`src/rtl/contador_pkg.sv`:
```
// Shared definitions for the modulo-N counter.
// Holds the mode encodings seen on i_Mode and the mode type used when
// decoding them.
package contador_pkg;

    localparam int MODE_W = 2;

    typedef enum logic [MODE_W-1:0] {
        UP_SAT   = 2'b00,
        UP_WRAP  = 2'b01,
        DOWN_SAT = 2'b10,
        PINGPONG = 2'b11
    } mode_e;

endpackage

```
`src/rtl/contador_modo_n_if.sv`:
```
// Control/status bundle of the modulo-N counter.
//   i_En    count enable
//   i_Load  synchronous load strobe
//   i_D     load value
//   i_Step  step magnitude per enabled cycle
//   i_Mode  counting mode (see contador_pkg)
//   o_Q     registered count
//   o_AtTop o_Q == TOP
//   o_AtBot o_Q == BOTTOM
//   o_Tc    one-cycle boundary-event pulse
//   o_Dir   ping-pong direction, 0 up / 1 down
// master drives the controls, slave is the counter.
interface contador_modo_n_if #(
    parameter int W = 4
);
    import contador_pkg::*;

    logic              i_En;
    logic              i_Load;
    logic [W-1:0]      i_D;
    logic [W-1:0]      i_Step;
    logic [MODE_W-1:0] i_Mode;
    logic [W-1:0]      o_Q;
    logic              o_AtTop;
    logic              o_AtBot;
    logic              o_Tc;
    logic              o_Dir;

    modport master (
        output i_En, i_Load, i_D, i_Step, i_Mode,
        input  o_Q, o_AtTop, o_AtBot, o_Tc, o_Dir
    );

    modport slave (
        input  i_En, i_Load, i_D, i_Step, i_Mode,
        output o_Q, o_AtTop, o_AtBot, o_Tc, o_Dir
    );

endinterface

```
`src/rtl/contador_next.sv`:
```
// Combinational next-state logic of the modulo-N counter: load clamp,
// per-mode step, direction update and terminal-count detection.
// Ports:
//   q, dir          current count and ping-pong direction
//   en, load        enable and load strobe (load has priority)
//   d, step, mode   load value, step magnitude, counting mode
//   q_next, dir_next, tc_next   values to register on the next edge
module contador_next
    import contador_pkg::*;
#(
    parameter int W      = 4,
    parameter int TOP    = 9,
    parameter int BOTTOM = 0
) (
    input  logic [W-1:0]      q,
    input  logic              dir,
    input  logic              en,
    input  logic              load,
    input  logic [W-1:0]      d,
    input  logic [W-1:0]      step,
    input  logic [MODE_W-1:0] mode,
    output logic [W-1:0]      q_next,
    output logic              dir_next,
    output logic              tc_next
);

    localparam logic [W-1:0] TOP_Q = W'(TOP);
    localparam logic [W-1:0] BOT_Q = W'(BOTTOM);
    localparam logic [W:0]   TOP_X = (W+1)'(TOP);
    localparam logic [W:0]   BOT_X = (W+1)'(BOTTOM);

    // Limit comparisons are done one bit wider so Q+Step and BOTTOM+Step
    // can never wrap before being tested against the limits.
    logic [W:0]   q_x;
    logic [W:0]   sum;
    logic [W:0]   bot_step;
    logic [W-1:0] diff;

    assign q_x      = {1'b0, q};
    assign sum      = q_x + {1'b0, step};
    assign bot_step = BOT_X + {1'b0, step};
    // Only selected once q >= BOTTOM+step, so it cannot borrow.
    assign diff     = q - step;

    function automatic logic [W-1:0] clamp(input logic [W-1:0] v);
        if ({1'b0, v} > TOP_X)
            return TOP_Q;
        else if ({1'b0, v} < BOT_X)
            return BOT_Q;
        else
            return v;
    endfunction

    always_comb begin
        q_next   = q;
        dir_next = dir;
        tc_next  = 1'b0;
        if (load) begin
            q_next = clamp(d);
        end else if (en && (step != '0)) begin
            // Direction only carries meaning in ping-pong mode.
            dir_next = 1'b0;
            unique case (mode_e'(mode))
                UP_SAT: begin
                    q_next  = (sum > TOP_X) ? TOP_Q : sum[W-1:0];
                    // Sitting at TOP already must not re-pulse.
                    tc_next = (q != TOP_Q) && (sum >= TOP_X);
                end
                UP_WRAP: begin
                    if (sum > TOP_X) begin
                        q_next  = BOT_Q;
                        tc_next = 1'b1;
                    end else begin
                        q_next  = sum[W-1:0];
                    end
                end
                DOWN_SAT: begin
                    q_next  = (q_x < bot_step) ? BOT_Q : diff;
                    tc_next = (q != BOT_Q) && (q_x <= bot_step);
                end
                PINGPONG: begin
                    if (!dir) begin
                        if (sum >= TOP_X) begin
                            q_next   = TOP_Q;
                            dir_next = 1'b1;
                            tc_next  = 1'b1;
                        end else begin
                            q_next   = sum[W-1:0];
                        end
                    end else begin
                        if (q_x <= bot_step) begin
                            q_next   = BOT_Q;
                            dir_next = 1'b0;
                            tc_next  = 1'b1;
                        end else begin
                            q_next   = diff;
                            dir_next = 1'b1;
                        end
                    end
                end
            endcase
        end
    end

endmodule

```
`src/rtl/contador_modo_n.sv`:
```
// Modulo-N up/down/ping-pong counter with saturation, wrap and load.
// Ports:
//   i_Clk   clock, rising edge
//   i_GRst  synchronous active-high reset (count to BOTTOM, dir up)
//   bus     control/status bundle (contador_modo_n_if.slave)
// Holds the count, direction and terminal-count registers; the next-state
// computation lives in contador_next.
module contador_modo_n
    import contador_pkg::*;
#(
    parameter int W      = 4,
    parameter int TOP    = 9,
    parameter int BOTTOM = 0
) (
    input logic               i_Clk,
    input logic               i_GRst,
    contador_modo_n_if.slave  bus
);

    localparam logic [W-1:0] TOP_Q = W'(TOP);
    localparam logic [W-1:0] BOT_Q = W'(BOTTOM);

    logic [W-1:0] q_r;
    logic [W-1:0] q_n;
    logic         dir_r;
    logic         dir_n;
    logic         tc_r;
    logic         tc_n;

    contador_next #(
        .W      (W),
        .TOP    (TOP),
        .BOTTOM (BOTTOM)
    ) u_next (
        .q        (q_r),
        .dir      (dir_r),
        .en       (bus.i_En),
        .load     (bus.i_Load),
        .d        (bus.i_D),
        .step     (bus.i_Step),
        .mode     (bus.i_Mode),
        .q_next   (q_n),
        .dir_next (dir_n),
        .tc_next  (tc_n)
    );

    always_ff @(posedge i_Clk) begin
        if (i_GRst) begin
            q_r   <= BOT_Q;
            dir_r <= 1'b0;
            tc_r  <= 1'b0;
        end else begin
            q_r   <= q_n;
            dir_r <= dir_n;
            tc_r  <= tc_n;
        end
    end

    assign bus.o_Q     = q_r;
    assign bus.o_Dir   = dir_r;
    assign bus.o_Tc    = tc_r;
    assign bus.o_AtTop = (q_r == TOP_Q);
    assign bus.o_AtBot = (q_r == BOT_Q);

endmodule

```
`src/flat_wrapper.sv`:
```
// flat-port wrapper written by rule: the top's interface ports become plain ports
module contador_modo_n_flat import contador_pkg::*;
#(
    parameter int W      = 4,
    parameter int TOP    = 9,
    parameter int BOTTOM = 0
)
  (i_Clk, i_GRst, bus_i_En, bus_i_Load, bus_i_D, bus_i_Step, bus_i_Mode, bus_o_Q, bus_o_AtTop, bus_o_AtBot, bus_o_Tc, bus_o_Dir);
  contador_modo_n_if #(.W(W)) bus_i ();
  input logic i_Clk;
  input logic i_GRst;
  input wire logic [$bits(bus_i.i_En)-1:0] bus_i_En;
  input wire logic [$bits(bus_i.i_Load)-1:0] bus_i_Load;
  input wire logic [$bits(bus_i.i_D)-1:0] bus_i_D;
  input wire logic [$bits(bus_i.i_Step)-1:0] bus_i_Step;
  input wire logic [$bits(bus_i.i_Mode)-1:0] bus_i_Mode;
  output wire logic [$bits(bus_i.o_Q)-1:0] bus_o_Q;
  output wire logic [$bits(bus_i.o_AtTop)-1:0] bus_o_AtTop;
  output wire logic [$bits(bus_i.o_AtBot)-1:0] bus_o_AtBot;
  output wire logic [$bits(bus_i.o_Tc)-1:0] bus_o_Tc;
  output wire logic [$bits(bus_i.o_Dir)-1:0] bus_o_Dir;
  assign bus_i.i_En = bus_i_En;
  assign bus_i.i_Load = bus_i_Load;
  assign bus_i.i_D = bus_i_D;
  assign bus_i.i_Step = bus_i_Step;
  assign bus_i.i_Mode = bus_i_Mode;
  assign bus_o_Q = bus_i.o_Q;
  assign bus_o_AtTop = bus_i.o_AtTop;
  assign bus_o_AtBot = bus_i.o_AtBot;
  assign bus_o_Tc = bus_i.o_Tc;
  assign bus_o_Dir = bus_i.o_Dir;
  contador_modo_n #(.W(W), .TOP(TOP), .BOTTOM(BOTTOM)) u_core (.i_Clk(i_Clk), .i_GRst(i_GRst), .bus(bus_i));
endmodule
```
`config.mk`:
```
export PLATFORM = sky130hd
export DESIGN_NAME = contador_modo_n_flat
export DESIGN_NICKNAME = d
export VERILOG_FILES = /design/src/rtl/contador_pkg.sv /design/src/rtl/contador_modo_n_if.sv /design/src/rtl/contador_next.sv /design/src/rtl/contador_modo_n.sv /design/src/flat_wrapper.sv
export SDC_FILE = /design/constraint.sdc
export NUM_CORES = 1
export LEC_CHECK = 0
export ABC_AREA = 1
export CAP_MARGIN = 20
export CELL_PAD_IN_SITES_DETAIL_PLACEMENT = 0
export CELL_PAD_IN_SITES_GLOBAL_PLACEMENT = 2
export CORE_MARGIN = 2
export CORE_UTILIZATION = 27
export DETAILED_ROUTE_END_ITERATION = 12
export GPL_ROUTABILITY_DRIVEN = 1
export PLACE_DENSITY_LB_ADDON = 0.1
export SKIP_CTS_REPAIR_TIMING = 1
export SYNTH_ARGS = -nofsm -noshare
export SYNTH_HDL_FRONTEND = slang
export SYNTH_SLANG_ARGS = --single-unit
```
`constraint.sdc`:
```
create_clock -name i_Clk -period 2.79 [get_ports i_Clk]
set_clock_uncertainty 0.05 [all_clocks]
set_input_delay 0.279 -clock i_Clk [delete_from_list [all_inputs] [get_ports i_Clk]]
set_output_delay 0.279 -clock i_Clk [all_outputs]
set_load 0.05 [all_outputs]
```
### Yosys cells after proc, flatten, opt, wreduce, memory -nomap -nowiden

Index checks and enable logic that the tools add are counted.

* $add $sub $neg: 2
* $lt $le $gt $ge: 5
* equal/unequal tests: 5
* muxes and demuxes: 18
* bitwise gates (word level): 2
* reduce and logical (&&, ||, !) cells: 10

Operator list (count)
* $mux W4: 9
* $pmux W4 S4: 1
* $reduce_bool A4 Y1: 2
* $mux W1: 7
* $add A4 B4 Y5: 1
* $ge A5 B4 Y1 const B: 1
* $gt A5 B4 Y1 const B: 1
* $eq A2 B2 Y1 const B: 2
* $eq A4 B4 Y1 const B: 1
* $gt A4 B4 Y1 const B: 1
* $le A4 B4 Y1: 1
* $logic_not A4 Y1: 1
* $lt A4 B4 Y1: 1
* $ne A4 B4 Y1 const B: 1
* $pmux W1 S4: 1
* $sub A4 B4 Y4: 1
* $logic_and A1 B1 Y1: 3
* $reduce_or A3 Y1: 1
* $eq A2 B1 Y1 const B: 1
* $logic_not A2 Y1: 1
* $not A1 Y1: 2
* $reduce_and A2 Y1: 1
* $reduce_bool A2 Y1: 1

* bits in registers: 6
* logic and storage cells: 45

### Longest topological paths before layout

Gate-level depths: netlist (run 1).

* depth after elaboration: 7
* depth in mapped cells: 14

### By module

A second synthesis (run 1) with hierarchy kept.

* cell total of the unflattened synthesis: 164
* area total of the unflattened synthesis: 945.9 um2

By module, submodules not included
* contador_next: instances 1, cells an instance 137, area an instance 747.0 um2
* contador_modo_n: instances 1, cells an instance 27, area an instance 198.9 um2

### Worst setup path before layout (run 1)

OpenSTA, ideal clock, no wires.

* path kind: flip-flop to flip-flop
* from: register u_core.q_r[3] (netlist: u_core.bus.o_Q[3])
* to: register u_core.tc_r (netlist: u_core.bus.o_Tc)
* setup time: 0.109 ns
* data arrival time: 2.745 ns
* data required time: 2.631 ns
* setup slack: -0.114 ns
* cell stages (with the launch flop): 8
* path buffers: 0
* period minus slack after synthesis: 2.904 ns
* cell sequence: dfxtp_1 inv_1 nor4_1 nor2_1 nand2_1 nand3b_1 nand2_1 inv_1

* cells in the longest elaborated chain, start to end: 5
* elaborated cells between the ends (all ways): 13
* those cells by class: 1 x add/sub; 3 x order compare; 1 x eq/ne; 5 x mux; 3 x reduce/logical

RTL lines
* start, declared: line contador_modo_n.sv:23 `logic [W-1:0] q_r;`
* start signal, assigned: line contador_modo_n.sv:53 `q_r <= q_n;`
* $add A4 B4 Y5: line contador_next.sv:40 `assign sum = q_x + {1'b0, step};`
* $ge A5 B4 Y1: line contador_next.sv:67, contador_next.sv:83
* $mux W1: line contador_next.sv:83 `if (sum >= TOP_X) begin`
* $mux W1: line contador_next.sv:82 `if (!dir) begin`
* $pmux W1 S4 (*): line contador_next.sv:63 `unique case (mode_e'(mode))`
* end signal, assigned: line contador_modo_n.sv:55 `tc_r <= tc_n;`
* end, declared: line contador_modo_n.sv:27 `logic tc_r;`

Mark *: on every way between the ends. The rest lies on a longest branch, timed or not.
A chain may end at the register's enable or synchronous reset.

### Worst setup path after layout (run 1)

* from: input bus_i_Step[0]
* to: register u_core.tc_r (netlist: u_core.bus.o_Tc)

* cells in the longest elaborated chain, start to end: 5
* elaborated cells between the ends (all ways): 15
* those cells by class: 1 x add/sub; 3 x order compare; 5 x mux; 1 x bitwise; 5 x reduce/logical

RTL lines
* start, declared: line flat_wrapper.sv:15 `input wire logic [$bits(bus_i.i_Step)-1:0] bus_i_Step;`
* $add A4 B4 Y5: line contador_next.sv:40
* $ge A5 B4 Y1: line contador_next.sv:67, contador_next.sv:83
* $mux W1: line contador_next.sv:83
* $mux W1: line contador_next.sv:82
* $pmux W1 S4: line contador_next.sv:63

Parallel ways exist; a longest one is shown, timed or not.

==> results by group, run 1 <==
Run status
  • Status: finished, final reports clean

Layout
  • Post-route cell area: 0.00125 mm²
  • Post-layout util: 0.371
  • Layout Cells excl Fill: 235
  • Share of cells above drive strength 1: 0.101
  • Nets: 215
  • Reg area: 120 µm²
  • # fillers: 410
  • Area of the multi-input gates: 714 µm²
  • Synth-to-layout area growth: 31.5%
  • Diodes inserted: 0

Power and ir drop
  • Seq pwr share: 0.223
  • NetSw: 0.203 mW
  • Power Dens Cells: about 350 mW/mm²
  • Clock power share: 0.177
  • Net Sw Frac: 0.461
  • Lkg Pwr: 0.633 nW
  • Worst vdd ir: 242 µV
  • Comb power frac: 0.600
  • Pint: 0.237 mW
  • Overall power: 0.440 mW

Timing
  • Slew HR: 0.665
  • Setup-failing EPs final: 0
  • Tcrit/Tclk final: 0.838
  • Max-slew violations: 0
  • RSZ-0062 raised after global routing: no
  • Crit path time final: 2340 ps
  • Total negative slack: 0 ps
  • Fmax: 0.428 GHz
  • Final WS setup: 451 ps
  • Hold Vio Cnt, Final: 0
  • Hold_ws: 499 ps
  • Slew @ Worst Pin: around 500 ps

Synth
  • Yosys top cell area share: 0.194
  • Synth Area in Adders: 0.148
  • Syn Nets: 189
  • Simple-gate area share of the yosys netlist: 0.484
  • Synth Area in Compound Gates: 0.105
  • Largest family of logic cells by synthesized area: simple AND/OR/NAND/NOR gates
  • Area leader, netlist: nand2_1
  • Yosys warning count: 0
  • Synth area leaders: nand2_1 (19%), dfxtp_1 (13%), inv_1 (11%)
  • Library cells used by synthesis: 24
  • XOR/XNOR Fraction of Synth Area: 0.00922
  • Register bit total from synthesis: 6
  • Sequential share of the synthesized area: 0.126
  • Post-Synthesis Cells: between 150 and 200
  • Synthesized cell area: approximately 950 µm²
  • Mux cell area share after synthesis: 0
  • Mean Syn Cell Area: 5.76 µm²

Global route
  • Largest net degree at the start of global routing: 9
  • Global Route Usage Sum: 0.149
  • Initial antenna violation count: 0
  • First-pass GRT wire length: roughly 4800 µm
  • GRT Residual Overflow: 0
  • Vias in the first global route: 1036

Route
  • Initial DRC count: 33
  • Total number of vias: 1067
  • Final ANT Viol Nets: 0
  • DRC: 0
  • Via/cell ratio: 4.54
  • Wire per inst: 11.8 µm
  • Drt pass-1 iters: 6
  • Overall routed net length: 2780 µm

Clocking
  • CTS root buf: clkbuf_4
  • # clock sinks: 6
  • Worst-skew pair later-pin latency: 240 ps
  • Longest Clk Path Bufs: 2
  • H-tree depth: 1
  • Worst-path clk slew: around 40 ps
  • Cts bufs inserted: 3
  • CTS tree: built

Floorplanning
  • IO Pins: 22
  • Chip Height: between 60 and 70 µm
  • Die X: 63.3 µm
  • Initial core utilization: 0.282
  • Die area: 0.00401 mm²
  • Site row count: 21
  • Core ar.: around 0.0034 mm²

Placement
  • GPL Wtd Cong: 0.837
  • Placed cell count: 232
  • Placement Cell Area: ~0.0012 mm²
  • Port bufs: 21
  • Setup Slack @ Placement: 175 ps
  • Hpwl dp: 2430 µm

Worst setup path
  • Arrival time of the worst setup path: 2430 ps
  • Crit start category: input pin
  • Crit Path Max Fanout: 3
  • Crit path cell chain: clkdlybuf4s50_1 -> ha_1 -> inv_1 -> fa_1 -> nand3_1 -> nor2_1 -> inv_1 -> nand2_2 -> o21ai_0 -> nand3b_1 -> nand2_1 -> inv_1
  • CP max stage cell: fa_1
  • CP required: 2880 ps
  • Max incr delay on CP: roughly 550 ps
  • Crit path max-delay family: adder cells
  • Setup crit end kind: register
  • Crit path buffers/inverters: 4
  • Critical path class: input pin to register
  • CP most frequent cell: inv_1

Flow run
  • Max-Cap Viols: 0

Hold path
  • HP Class: register to register
## power by group through the flow
stage                     Combinational (mW)  Sequential [mW]  Clock (mW)
after floorplan                        0.162            0.119           0
after global placement                 0.267            0.100           0
after detailed placement               0.265            0.100           0
after CTS                              0.266           0.0987      0.0807
after global routing                   0.295           0.0995      0.0884
final                                  0.264           0.0983      0.0776
## worst register-to-register path, cell delays in order (launching register included)
cell and delay, ps:
dfxtp_1 360, ha_1 180, inv_1 50, fa_1 550, nand3_1 140, nor2_1 180, inv_1 70, nand2_2 80
o21ai_0 90, nand3b_1 180, nand2_1 70, inv_1 40
## sequential cells by signal (all words and copies together) (netlist names)
name,cells
u_core.bus.o_Tc,1
u_core.bus.o_Dir,1
u_core.bus.o_Q,4
## cells in the final DEF, fill, tap and decap left out, types with 4 or more instances in the layout
cell type        instances
a21oi_1                 10
clkdlybuf4s50_1         21
dfxtp_1                  6
ha_1                     8
inv_1                   28
nand2_1                 49
nand2_2                  5
nand3_1                 17
nor2_1                  15
o21ai_0                  4
## layout make-up
class | count | share of cell area
clock buffer | 3 | 0.0180
multi-input combinational | 127 | 0.572
sequential | 6 | 0.0962
inverter | 31 | 0.0932
tap | 46 | 0.0461
timing repair buffer | 22 | 0.174
## synth_stat cells, drive strengths merged
master / instances
nand2: 54
a22o: 1
nand3b: 3
nor2: 17
fa: 2
o211ai: 1
o21ai: 5
dfxtp: 6
a21oi: 11
nand4: 3
nand3: 20
xnor2: 1
nor4: 1
inv: 31
buf: 1
ha: 8
## worst paths after layout
| path | slack (ps) | cells past startpoint | to | startpoint |
|---|---|---|---|---|
| setup / recovery | 450 | 12 | u_core.bus.o_Tc | bus_i_Step[0] |
| hold / removal | 500 | 2 | u_core.bus.o_Dir | u_core.bus.o_Dir |
| setup reg to reg | 640 | 11 | u_core.bus.o_Tc | u_core.bus.o_Q[0] |
| hold reg to reg | 500 | 2 | u_core.bus.o_Dir | u_core.bus.o_Dir |
## kinds of logic after synthesis
kind of cell    count (synthesis)
buf+inv                        32
flops                           6
fa+ha+maj                      10
compound gates                 18
xor+xnor                        1
simple gates                   98
## metal layers
| layer | up-vias | part of all wire | track usage | wire length (µm) |
|---|---|---|---|---|
| li1 | 572 | - | - | - |
| met1 | 475 | 0.47 | 0.192 | 1300 |
| met2 | 20 | 0.50 | 0.273 | 1380 |
| met3 | 0 | 0.033 | 0.0143 | 93 |
| met4 | 0 | 0 | 0.0245 | 0 |
| met5 | - | 0 | 0 | 0 |
No activity file was read; power rests on OpenSTA's default activity.
==> run 2, diff against run 1 <==
- CORE_UTILIZATION: 27 -> 25
- clock period: 2.79 -> 2.3 ns (I/O delays scaled with it)
==> run 2 against run 1 <==
Die area increased by 7.5%. Largest power group unchanged. Sequential share of layout area is 0.70 points lower. Non-clock buffer count up 13. Register-to-register slack worse by 420 ps.
==> results by group, run 2 (synthesized netlist as in run 1, its figures left out) <==
Run status
  • Status: finished, final reports clean

Power and ir drop
  • Worst vdd ir: 325 µV
  • Power Dens Cells: 462 mW/mm²
  • Overall power: 0.635 mW
  • Lkg Pwr: 0.717 nW

Placement
  • Placed cell count: 247
  • Port bufs: 21
  • Placement Cell Area: 0.00133 mm²
  • GPL Wtd Cong: between 0.8 and 0.9
  • Hpwl dp: 2690 µm

Clocking
  • H-tree depth: 1
  • CTS root buf: clkbuf_8
  • Cts bufs inserted: 3
  • CTS tree: built
  • Longest Clk Path Bufs: 2
  • Worst-path clk slew: 40 ps
  • Worst-skew pair later-pin latency: 220 ps
  • # clock sinks: 6

Hold path
  • WHS Endpoint: u_core.bus.o_Dir
  • HP Class: register to register
  • Hold Startpoint: u_core.bus.o_Dir
  • Hold Path Stages: 2

Route
  • Via/cell ratio: 4.60
  • Initial DRC count: 38
  • Wire per inst: 11.9 µm
  • Final ANT Viol Nets: 0
  • Overall routed net length: 2980 µm
  • Total number of vias: 1150
  • DRC: 0
  • Drt pass-1 iters: 4

Layout
  • Most frequent cells in the layout: nand2_1 (49), inv_1 (28), clkdlybuf4s50_1 (19)
  • # fillers: 425
  • Area of the multi-input gates: 719 µm²
  • Max reg flops: 4
  • Nets: ~230
  • Post-layout util: 0.376
  • Share of cells above drive strength 1: 0.183
  • Reg area: between 100 and 150 µm²
  • Synth-to-layout area growth: 44.8%
  • Diodes inserted: 0
  • Layout Cells excl Fill: 250
  • Most common cell after layout, fill and taps aside: nand2_1
  • Post-route cell area: 0.00138 mm²

Timing
  • Slew @ Worst Pin: between 500 and 600 ps
  • Setup-failing EPs final: 0
  • RSZ-0062 raised after global routing: no
  • Slew HR: 0.662
  • Max-slew violations: 0
  • Hold_ws: 502 ps
  • Crit path time final: around 2100 ps
  • Tcrit/Tclk final: 0.910
  • Fmax: 0.478 GHz
  • Hold Vio Cnt, Final: 0

Floorplanning
  • Core ar.: 0.00366 mm²
  • IO Pins: 22
  • Die area: 0.00431 mm²
  • Site row count: 22
  • Initial core utilization: 0.259
  • Die X: ~66 µm
  • Chip Height: between 60 and 70 µm

Worst setup path
  • CP required: 2020 ps
  • Worst R2R Setup Slack: 220 ps
  • Arrival time of the worst setup path: 1810 ps
  • Critical path class: register to output port
  • Crit start category: register
  • Worst reg2reg startpoint: u_core.bus.o_Q[0]
  • Reg2Reg Depth: 14
  • Crit Path Max Fanout: 4
  • Setup crit end kind: output port
  • Crit Reg-Reg Endpoint: u_core.bus.o_Q[0]

Flow run
  • Max-Cap Viols: 0

Global route
  • Initial antenna violation count: 0
  • GRT Residual Overflow: 0
  • First-pass GRT wire length: about 5200 µm
  • Largest net degree at the start of global routing: 8
  • Global Route Usage Sum: 0.153
  • Vias in the first global route: 1167
-- run 2: how the worst max path moves through the flow --
stage                      start           endpoint  slack, ps  depth (start not counted)
2_1_floorplan  u_core.bus.o_Q[3]    u_core.bus.o_Tc          9                          7
3_3_place_gp       bus_i_Step[0]  u_core.bus.o_Q[3]       -110                         14
3_5_place_dp       bus_i_Step[0]    u_core.bus.o_Tc       -130                         13
4_1_cts            bus_i_Step[0]    u_core.bus.o_Tc         90                         13
5_1_grt        u_core.bus.o_Q[0]  u_core.bus.o_Q[3]         40                         13
6_report       u_core.bus.o_Q[2]        bus_o_AtBot        210                          5
-- run 2: cell type report --
class                      instances  share of cell area
timing repair buffer              35               0.229
clock buffer                       3              0.0300
multi-input combinational        127               0.523
tap                               48              0.0437
inverter                          31              0.0846
sequential                         6              0.0892
-- run 2: metal layers --
| metal | track usage | share of wire |
|---|---|---|
| met1 | 0.195 | 0.45 |
| met5 | 0 | 0 |
| met3 | 0.0154 | 0.045 |
| met4 | 0.0234 | 0.0040 |
| met2 | 0.280 | 0.50 |
-- run 2: report_power, final --
group	internal [mW]	switching [mW]	leakage [nW]	total (mW)
Combinational	0.145	0.216	0.646	0.361
Sequential	0.112	0.00604	0.0498	0.118
Clock	0.112	0.0441	0.0216	0.156
Total	0.370	0.266	0.717	0.635
-- run 2: critical path: stages, from the launching register on --
cell             delay (ps)
dfxtp_1                 340
buf_4                   160
nor2_1                   80
nand3_1                 120
inv_1                    80
clkdlybuf4s50_1         800
-- run 2: per-stage QoR --
stage               worst slack, ps  TNS (ps)
global route                   43.0         0
floorplan                      8.90         0
CTS                            94.7         0
global placement               -106      -427
finish                          206         0
detailed placement             -128      -527
==> run 3, diff against run 2 <==
- TNS_END_PERCENT: not set -> 10
==> results of run 3 <==
Same layout as run 2: the final DEF is identical, and so are final timing and power.
